## src/rtl/pipe_hazard_ctrl.sv

```systemverilog
// Pipeline hold/squash control: load-use, jumps, dmem wait, halt drain.
// Ports: ID/EX/MEM/WB hazard sources in; stall/flush/bubble, halted, mem_err, stall_cycles out.
module pipe_hazard_ctrl #(
  parameter int unsigned WAIT_MAX = 15
) (
  input  logic        clk,
  input  logic        rst_n,
  input  logic [3:0]  p0_addr_ID,
  input  logic [3:0]  p1_addr_ID,
  input  logic        p0_used_ID,
  input  logic        p1_used_ID,
  input  logic        hlt_ID,
  input  logic [3:0]  dst_addr_EX,
  input  logic        we_rf_EX,
  input  logic        re_mem_EX,
  input  logic        j_ctrl_EX,
  input  logic        mem_req_MEM,
  input  logic        mem_rdy,
  input  logic        hlt_WB,
  output logic        stall_pc,
  output logic        stall_if_id,
  output logic        flush_if_id,
  output logic        stall_id_ex,
  output logic        bubble_ex,
  output logic        stall_ex_mem,
  output logic        halted,
  output logic        mem_err,
  output logic [15:0] stall_cycles
);

  typedef enum logic [1:0] {
    RUN,
    MEM_WAIT,
    DRAIN,
    HALTED
  } state_t;

  localparam logic [7:0] WMAX = 8'(WAIT_MAX);

  state_t      state_q, state_d;
  logic [7:0]  wait_q, wait_d;
  logic        err_q, err_d;
  logic [15:0] cnt_q;
  logic        p0_hit, p1_hit;
  logic        load_use, mem_busy;
  logic        timeout;
  logic        cnt_inc;

  assign p0_hit   = p0_used_ID & (p0_addr_ID == dst_addr_EX);
  assign p1_hit   = p1_used_ID & (p1_addr_ID == dst_addr_EX);
  assign load_use = re_mem_EX & we_rf_EX
                  & (dst_addr_EX != 4'd0)
                  & (p0_hit | p1_hit);
  assign mem_busy = mem_req_MEM & ~mem_rdy;
  assign timeout  = (wait_q == WMAX);

  always_comb begin
    stall_pc     = 1'b0;
    stall_if_id  = 1'b0;
    flush_if_id  = 1'b0;
    stall_id_ex  = 1'b0;
    bubble_ex    = 1'b0;
    stall_ex_mem = 1'b0;
    halted       = 1'b0;
    state_d      = state_q;
    wait_d       = wait_q;
    err_d        = err_q;
    if (state_q == HALTED) begin
      stall_pc     = 1'b1;
      stall_if_id  = 1'b1;
      stall_id_ex  = 1'b1;
      stall_ex_mem = 1'b1;
      halted       = 1'b1;
    end else if (mem_busy) begin
      stall_pc     = 1'b1;
      stall_if_id  = 1'b1;
      stall_id_ex  = 1'b1;
      stall_ex_mem = 1'b1;
      if (state_q == RUN) begin
        state_d = MEM_WAIT;
        wait_d  = 8'd1;
      end else if (timeout) begin
        err_d   = 1'b1;
        state_d = HALTED;
      end else begin
        wait_d = wait_q + 8'd1;
      end
    end else if (state_q == MEM_WAIT) begin
      wait_d  = 8'd0;
      state_d = RUN;
    end else if (state_q == DRAIN) begin
      wait_d      = 8'd0;
      stall_pc    = 1'b1;
      flush_if_id = 1'b1;
      if (hlt_WB) begin
        state_d = HALTED;
      end
    end else begin
      wait_d = 8'd0;
      // A taken jump squashes ID, so its HLT or load-use is moot.
      if (j_ctrl_EX) begin
        flush_if_id = 1'b1;
        bubble_ex   = 1'b1;
      end else if (load_use) begin
        stall_pc    = 1'b1;
        stall_if_id = 1'b1;
        bubble_ex   = 1'b1;
      end else if (hlt_ID) begin
        stall_pc    = 1'b1;
        flush_if_id = 1'b1;
        state_d     = DRAIN;
      end
    end
  end

  assign cnt_inc = (state_q != HALTED)
                 & (stall_if_id | bubble_ex | stall_ex_mem)
                 & (cnt_q != 16'hFFFF);

  always_ff @(posedge clk or negedge rst_n) begin
    if (!rst_n) begin
      state_q <= RUN;
      wait_q  <= 8'd0;
      err_q   <= 1'b0;
      cnt_q   <= 16'd0;
    end else begin
      state_q <= state_d;
      wait_q  <= wait_d;
      err_q   <= err_d;
      if (cnt_inc) begin
        cnt_q <= cnt_q + 16'd1;
      end
    end
  end

  assign mem_err      = err_q;
  assign stall_cycles = cnt_q;

endmodule

```

## config.mk

```make
export PLATFORM = sky130hd
export DESIGN_NAME = pipe_hazard_ctrl
export DESIGN_NICKNAME = d
export VERILOG_FILES = /design/src/rtl/pipe_hazard_ctrl.sv
export SDC_FILE = /design/constraint.sdc
export NUM_CORES = 1
export LEC_CHECK = 0
export BUFFER_PORTS_ARGS = -buffer_cell sky130_fd_sc_hd__buf_2
export CORE_MARGIN = 2
export CORE_UTILIZATION = 30
export DETAILED_ROUTE_END_ITERATION = 6
export GPL_ROUTABILITY_DRIVEN = 0
export PLACE_DENSITY = 0.47
export RECOVER_POWER = 50
export SYNTH_ARGS = -nofsm -noshare
export SYNTH_HDL_FRONTEND = slang
export SYNTH_SLANG_ARGS = --single-unit
```

## constraint.sdc

```tcl
create_clock -name clk -period 2.8 [get_ports clk]
set_input_delay 0.7 -clock clk [delete_from_list [all_inputs] [get_ports clk]]
set_output_delay 0.7 -clock clk [all_outputs]
set_load 0.1 [all_outputs]
```

==> results of run 1 <==
==> how the worst max path moves through the flow <==
| stage | end | start | depth (start not counted) | slack, ps |
|---|---|---|---|---|
| after floorplan | flush_if_id | mem_req_MEM | 4 | -380 |
| after CTS | bubble_ex | p0_addr_ID[2] | 8 | -20 |
| after detailed placement | flush_if_id | dst_addr_EX[0] | 9 | -120 |
| after global routing | stall_pc | dst_addr_EX[0] | 10 | -90 |
| final | stall_pc | dst_addr_EX[0] | 10 | -0.6 |
| after global placement | bubble_ex | dst_addr_EX[0] | 8 | -80 |
==> critical path, delay by kind of cell <==
family / cells / cell delay, ps
AO/OA/AOI/OAI: 2 / 250
buffers and inverters: 3 / 450
XOR/XNOR: 1 / 140
AND/OR/NAND/NOR: 4 / 550
==> flip-flops by register name (all words and copies together), names as in the netlist <==
| register | count |
|---|---|
| mem_err | 1 |
| wait_q | 8 |
| state_q | 2 |
| stall_cycles | 16 |
==> timing repair <==
action / in CTS / in global routing
resized for setup: 11 / 12
hold endpoints to repair: 0 / 0
buffers inserted: 1 / 1
endpoints found under the setup margin: 4 / 5
pin swaps: 6 / 11
==> power breakdown <==
part / switching (W) / internal, W / total [W] / leakage (nW)
sequential: 0.0000164 / 0.000403 / 0.000420 / 0.329
clock: 0.000125 / 0.0000997 / 0.000224 / 0.0255
combinational: 0.000149 / 0.0000504 / 0.000200 / 0.624
total: 0.000290 / 0.000553 / 0.000844 / 0.979
==> metal layers <==
metal | global-route usage [%] | vias to the layer above | part of all wire (%)
met5 | 0 | - | 0
met4 | 1.61 | 0 | 1.4
met3 | 3.06 | 6 | 3.7
met2 | 24.1 | 33 | 52
met1 | 17.4 | 671 | 43
li1 | - | 681 | -
==> cells in the mapped netlist <==
cell type	number	share of area, %
a2111oi_0	1	0.55
a211oi_1	1	0.47
a21o_1	1	0.47
a21oi_1	3	0.94
a311o_1	1	0.63
a31o_2	1	0.55
a31oi_1	1	0.39
and2_1	1	0.39
and3_1	2	0.78
and4_1	2	1.1
buf_4	1	0.47
buf_6	1	0.70
dfrtp_1	27	42
ha_1	6	4.7
inv_1	12	2.8
mux2_1	1	0.70
mux2_2	1	0.70
mux2i_1	3	1.9
nand2_1	9	2.1
nand2b_1	3	1.2
nand3_1	10	3.1
nand4_1	6	2.3
nor2_1	19	4.5
nor2b_1	1	0.39
nor3_1	3	0.94
nor3_2	2	1.3
nor4_1	5	2.0
nor4_2	1	0.78
nor4_4	2	2.7
o2111ai_1	1	0.55
o21ai_0	3	0.94
o32ai_1	1	0.55
o41ai_1	2	1.1
xnor2_1	7	3.8
xor2_1	21	11
==> final cells by class <==
| class | instances | share of cell area [%] |
|---|---|---|
| Sequential cell | 27 | 30.2 |
| Timing Repair Buffer | 57 | 17.9 |
| Multi-Input combinational cell | 121 | 43.7 |
| Clock inverter | 1 | 0.224 |
| Inverter | 12 | 2.18 |
| Tap cell | 70 | 3.92 |
| Clock buffer | 3 | 1.85 |
==> cells by family after synthesis <==
logic type | after synthesis
and+or+nand+nor | 66
xor gates and xnor gates | 28
DFF | 27
AOI/OAI and AO/OA | 16
buffers and inverters | 14
adders and majority gates | 6
muxes | 5
==> per-stage QoR <==
step	hold WS, ps	std cells
after global routing	507	291
after CTS	450	290
after floorplan	404	162
after detailed placement	469	285
after global placement	463	285
final	487	291
==> flow_summary.yaml, run 1 <==
final_layout:
  fillers: 538
  syn_to_final_growth_pct: 39.5
  drive_gt1_share_pct: 35.3
  final_common_cell: "buf_2"
  antennaDiodeCount: 0
  final_util_pct: 43.5
  layout_common_cells: "buf_2, dfrtp_1, xor2_1"
  final_area_um2: 2230
  multi_input_area_um2: 977
  fin_nets: 251
  area.sequential_um2: 676
min_path:
  min_delay_path_depth: 1
  hold_class: "flop to flop"
  hp-start: "mem_err"
  min_to: "mem_err"
synthesis:
  ys_ff_latch: 27
  yosys.area_share.simple_pct: 23.4
  synth_top_family_by_area: "simple AND/OR/NAND/NOR gates"
  muxShareOfSynthArea_pct: 3.28
  yosysUniqueCellTypes: 35
  syn_inst: 162
  syn_nets: 191
  synth-compound-area-share_pct: 7.11
  synth_area_um2: 1600
  yosysSeqAreaShare_pct: 42.2
  synthAdderAreaFrac_pct: 4.69
  avgSynthCellArea_um2: 9.89
  synth_warnings: 0
  synth_xor_xnor_area_share_pct: 15.3
setup_path:
  cp_cell_sequence: "buf_4 -> xor2_2 -> nor3_2 -> nand4_1 -> and2_4 -> buf_6 -> nand2b_4 -> a21oi_2 -> o21ai_2 -> buf_12"
  required_ps: 2100
  path_class: "input port to output pin"
  rr_startpoint: "state_q[1]"
  critPathArrivalTime_ps: 2100
  setup.worst_path.end_class: "output pin"
  reg2regPathDepth: 9
  max_stage_delay_ps: 190
  critPathMaxFanout: 3
  crit_path_start_kind: "input port"
  worstReg2RegEnd: "stall_cycles[9]"
  worst-r2r-setup-slack_ps: 380
  slowest_stage: "and2_4"
timing:
  layout_setup_ws_ps: -0.562
  fmax_mhz: 357
  setup-violations-final: 1
  post-route-period-util_pct: 100
  worst_pin_slew_ps: 1480
  hold_violations: 0
  rsz0062_at_grt: "true"
  period_needed_ps: 2800
  max_slew_margin_pct: 1.09
  finalClockSkew_ps: 4.50
  maxSlewViolCount: 0
  tns_ps: -0.562
drt:
  dr.first_iter.drc_count: 37
  drtAntennaViolNets: 0
  viasPerCell: 4.78
  vias: 1391
  drc: 0
  wl_um: 4070
  firstDrtPassIters: 4
  wl_per_cell_um: 14.0
global_routing:
  track_usage_pct: 13.6
  antenna_found_initial: 0
  grt_pass1_wl_um: 6670
  grt_max_degree: 28
  overflow: 0
  grt_pass1_vias: 1420
flow_run:
  maxCapViolCount: 0
placed_design:
  dpl_cell_area_um2: 2090
  io_buffer_count: 46
  dpl_worst_slack_ps: -116
  place_hpwl_um: 2970
clock_network:
  cts_tree: "done"
  htree_levels: 1
  clockBufferDepth: 2
  cts_buffers: 3
  cts.sinks: 27
  clock-root-buffer: "clkbuf_8"
  path_clk_slew_ps: 100
  holdBufCountCts: 0
  worstSkewPairLatency_ps: 270
power_and_ir_drop:
  p_total_w: 0.000844
  p_per_area_nw_per_um2: 378
  vdd_drop_max_v: 0.000272
  leakagePower_nw: 0.979
floorplanning:
  die_height_um: 77.1
  start_util_pct: 31.2
  fp-row-count: 26
  die_area_um2: 5940
  core_um2: 5140
  die_w_um: 77.1
  io-pin-count: 47
run_status:
  status: "complete, but fails checks"
  violations: "negative setup slack"
(Power assumes the default switching activity.)
==> inputs of run 2 (changes only) <==
Settings changed: RECOVER_POWER 50 to not set.
==> flow_summary.yaml, run 2 (same netlist as run 1, synthesis figures left out) <==
global_routing:
  track_usage_pct: 13.6
  antenna_found_initial: 0
  grt_pass1_vias: 1420
  overflow: 0
  grt_max_degree: 28
  grt_pass1_wl_um: 6670
final_layout:
  largest_reg_flops: 16
  final_common_cell: "buf_2"
  drive_gt1_share_pct: 38.5
  layout_common_cells: "buf_2, dfrtp_1, xor2_1"
  antennaDiodeCount: 0
  final_area_um2: 2250
  syn_to_final_growth_pct: 40.2
  final_cells: 291
  final_util_pct: 43.7
  fin_nets: 251
setup_path:
  rr_startpoint: "state_q[1]"
  reg2regPathDepth: 9
  required_ps: 2100
  worstReg2RegEnd: "stall_cycles[9]"
  cp_cell_sequence: "buf_4 -> xor2_2 -> nor3_2 -> nand4_1 -> and2_4 -> buf_6 -> nand2b_4 -> a21oi_2 -> o21ai_2 -> buf_12"
  critPathMaxFanout: 3
  max_stage_delay_ps: 190
  path_buf_inv: 3
  path_delay_family: "simple AND/OR/NAND/NOR gates"
  worst-path-stages: 10
  critPathArrivalTime_ps: 2100
  crit_path_start_kind: "input port"
  worst-r2r-setup-slack_ps: 380
  path_class: "input port to output pin"
  setup.worst_path.end_class: "output pin"
  slowest_stage: "and2_4"
floorplanning:
  die_w_um: 77.1
  fp-row-count: 26
  die_height_um: 77.1
  start_util_pct: 31.2
  die_area_um2: 5940
  io-pin-count: 47
  core_um2: 5140
min_path:
  hold_class: "input port to asynchronous set/reset pin"
flow_run:
  maxCapViolCount: 0
drt:
  drtAntennaViolNets: 0
  drc: 0
  viasPerCell: 4.77
  firstDrtPassIters: 4
  wl_um: 4070
  vias: 1388
  dr.first_iter.drc_count: 41
  wl_per_cell_um: 14.0
placed_design:
  place_hpwl_um: 2970
  dpl_worst_slack_ps: -116
  io_buffer_count: 46
  dpl_cell_area_um2: 2090
  place_inst: 285
clock_network:
  clockBufferDepth: 2
  clock-root-buffer: "clkbuf_8"
  path_clk_slew_ps: 100
  htree_levels: 1
  cts_tree: "done"
  cts.sinks: 27
  worstSkewPairLatency_ps: 270
  cts_buffers: 3
power_and_ir_drop:
  vdd_drop_max_v: 0.000272
  leakagePower_nw: 1.00
  p_per_area_nw_per_um2: 376
timing:
  period_needed_ps: 2800
  maxSlewViolCount: 0
  rsz0062_at_grt: "true"
  finalClockSkew_ps: 4.25
  hold_violations: 0
  setup-violations-final: 1
  layout_setup_ws_ps: -0.500
  fmax_mhz: 357
  post-route-period-util_pct: 100
  max_slew_margin_pct: 58.5
  worst_pin_slew_ps: 622
run_status:
  status: "complete, but fails checks"
  violations: "negative setup slack"
[run 2: changes by cell type in the layout (fill, tap and decap cells not counted)]
cell	change
buf_4	+1
clkbuf_1	-7
buf_2	+6
[run 2: power by group]
part           switching [W]  total (W)  leakage, nW  internal [W]
Sequential         0.0000164   0.000420        0.329      0.000403
Combinational       0.000149   0.000201        0.646     0.0000518
Clock               0.000124   0.000224       0.0255     0.0000997
Total               0.000290   0.000845         1.00      0.000555
[run 2: cell type report]
class / count / area (um^2)
sequential: 27 / 676
multi-input combinational: 121 / 977
fill: 538 / 2890
inverter: 12 / 48.8
clock inverter: 1 / 5.00
timing repair buffer: 57 / 410
tap: 70 / 87.6
clock buffer: 3 / 41.3
[run 2: repair_timing]
action,4_1_cts,5_1_grt
setup buffers,1,1
pin swaps,6,11
setup endpoints to repair,4,5
gates resized for setup,11,12
hold buffers,0,0
[run 2: per-layer routing]
| metal | up-vias | GRT usage, % | routed length [um] |
|---|---|---|---|
| met5 | - | 0 | 0 |
| met4 | 0 | 1.61 | 57 |
| met3 | 6 | 3.06 | 145 |
| met2 | 33 | 24.1 | 2120 |
| met1 | 669 | 17.4 | 1750 |
| li1 | 680 | - | - |
[run 2: through the flow]
stage	total power (W)	hold slack (ps)	TNS [ps]
3_3_place_gp	0.000613	463	-196
4_1_cts	0.000851	450	-19.0
3_5_place_dp	0.000615	469	-394
2_1_floorplan	0.000558	404	-970
5_1_grt	0.000891	479	-294
6_report	0.000845	429	-0.500
[run 2: worst max-delay path by stage]
stage                              start          end  slack, ps
after floorplan              mem_req_MEM  flush_if_id       -380
after global placement    dst_addr_EX[0]    bubble_ex        -80
after detailed placement  dst_addr_EX[0]  flush_if_id       -120
after CTS                  p0_addr_ID[2]    bubble_ex        -20
after global routing      dst_addr_EX[0]     stall_pc        -90
final                     dst_addr_EX[0]     stall_pc       -0.5
[run 2: worst reg2reg max path: stages, from the launching register on]
cell     delay, ps
dfrtp_1        440
inv_1          100
ha_1           310
a311o_1        410
buf_4          150
buf_4          130
a21o_2         260
buf_4          190
nor4_4         220
xnor2_1        150
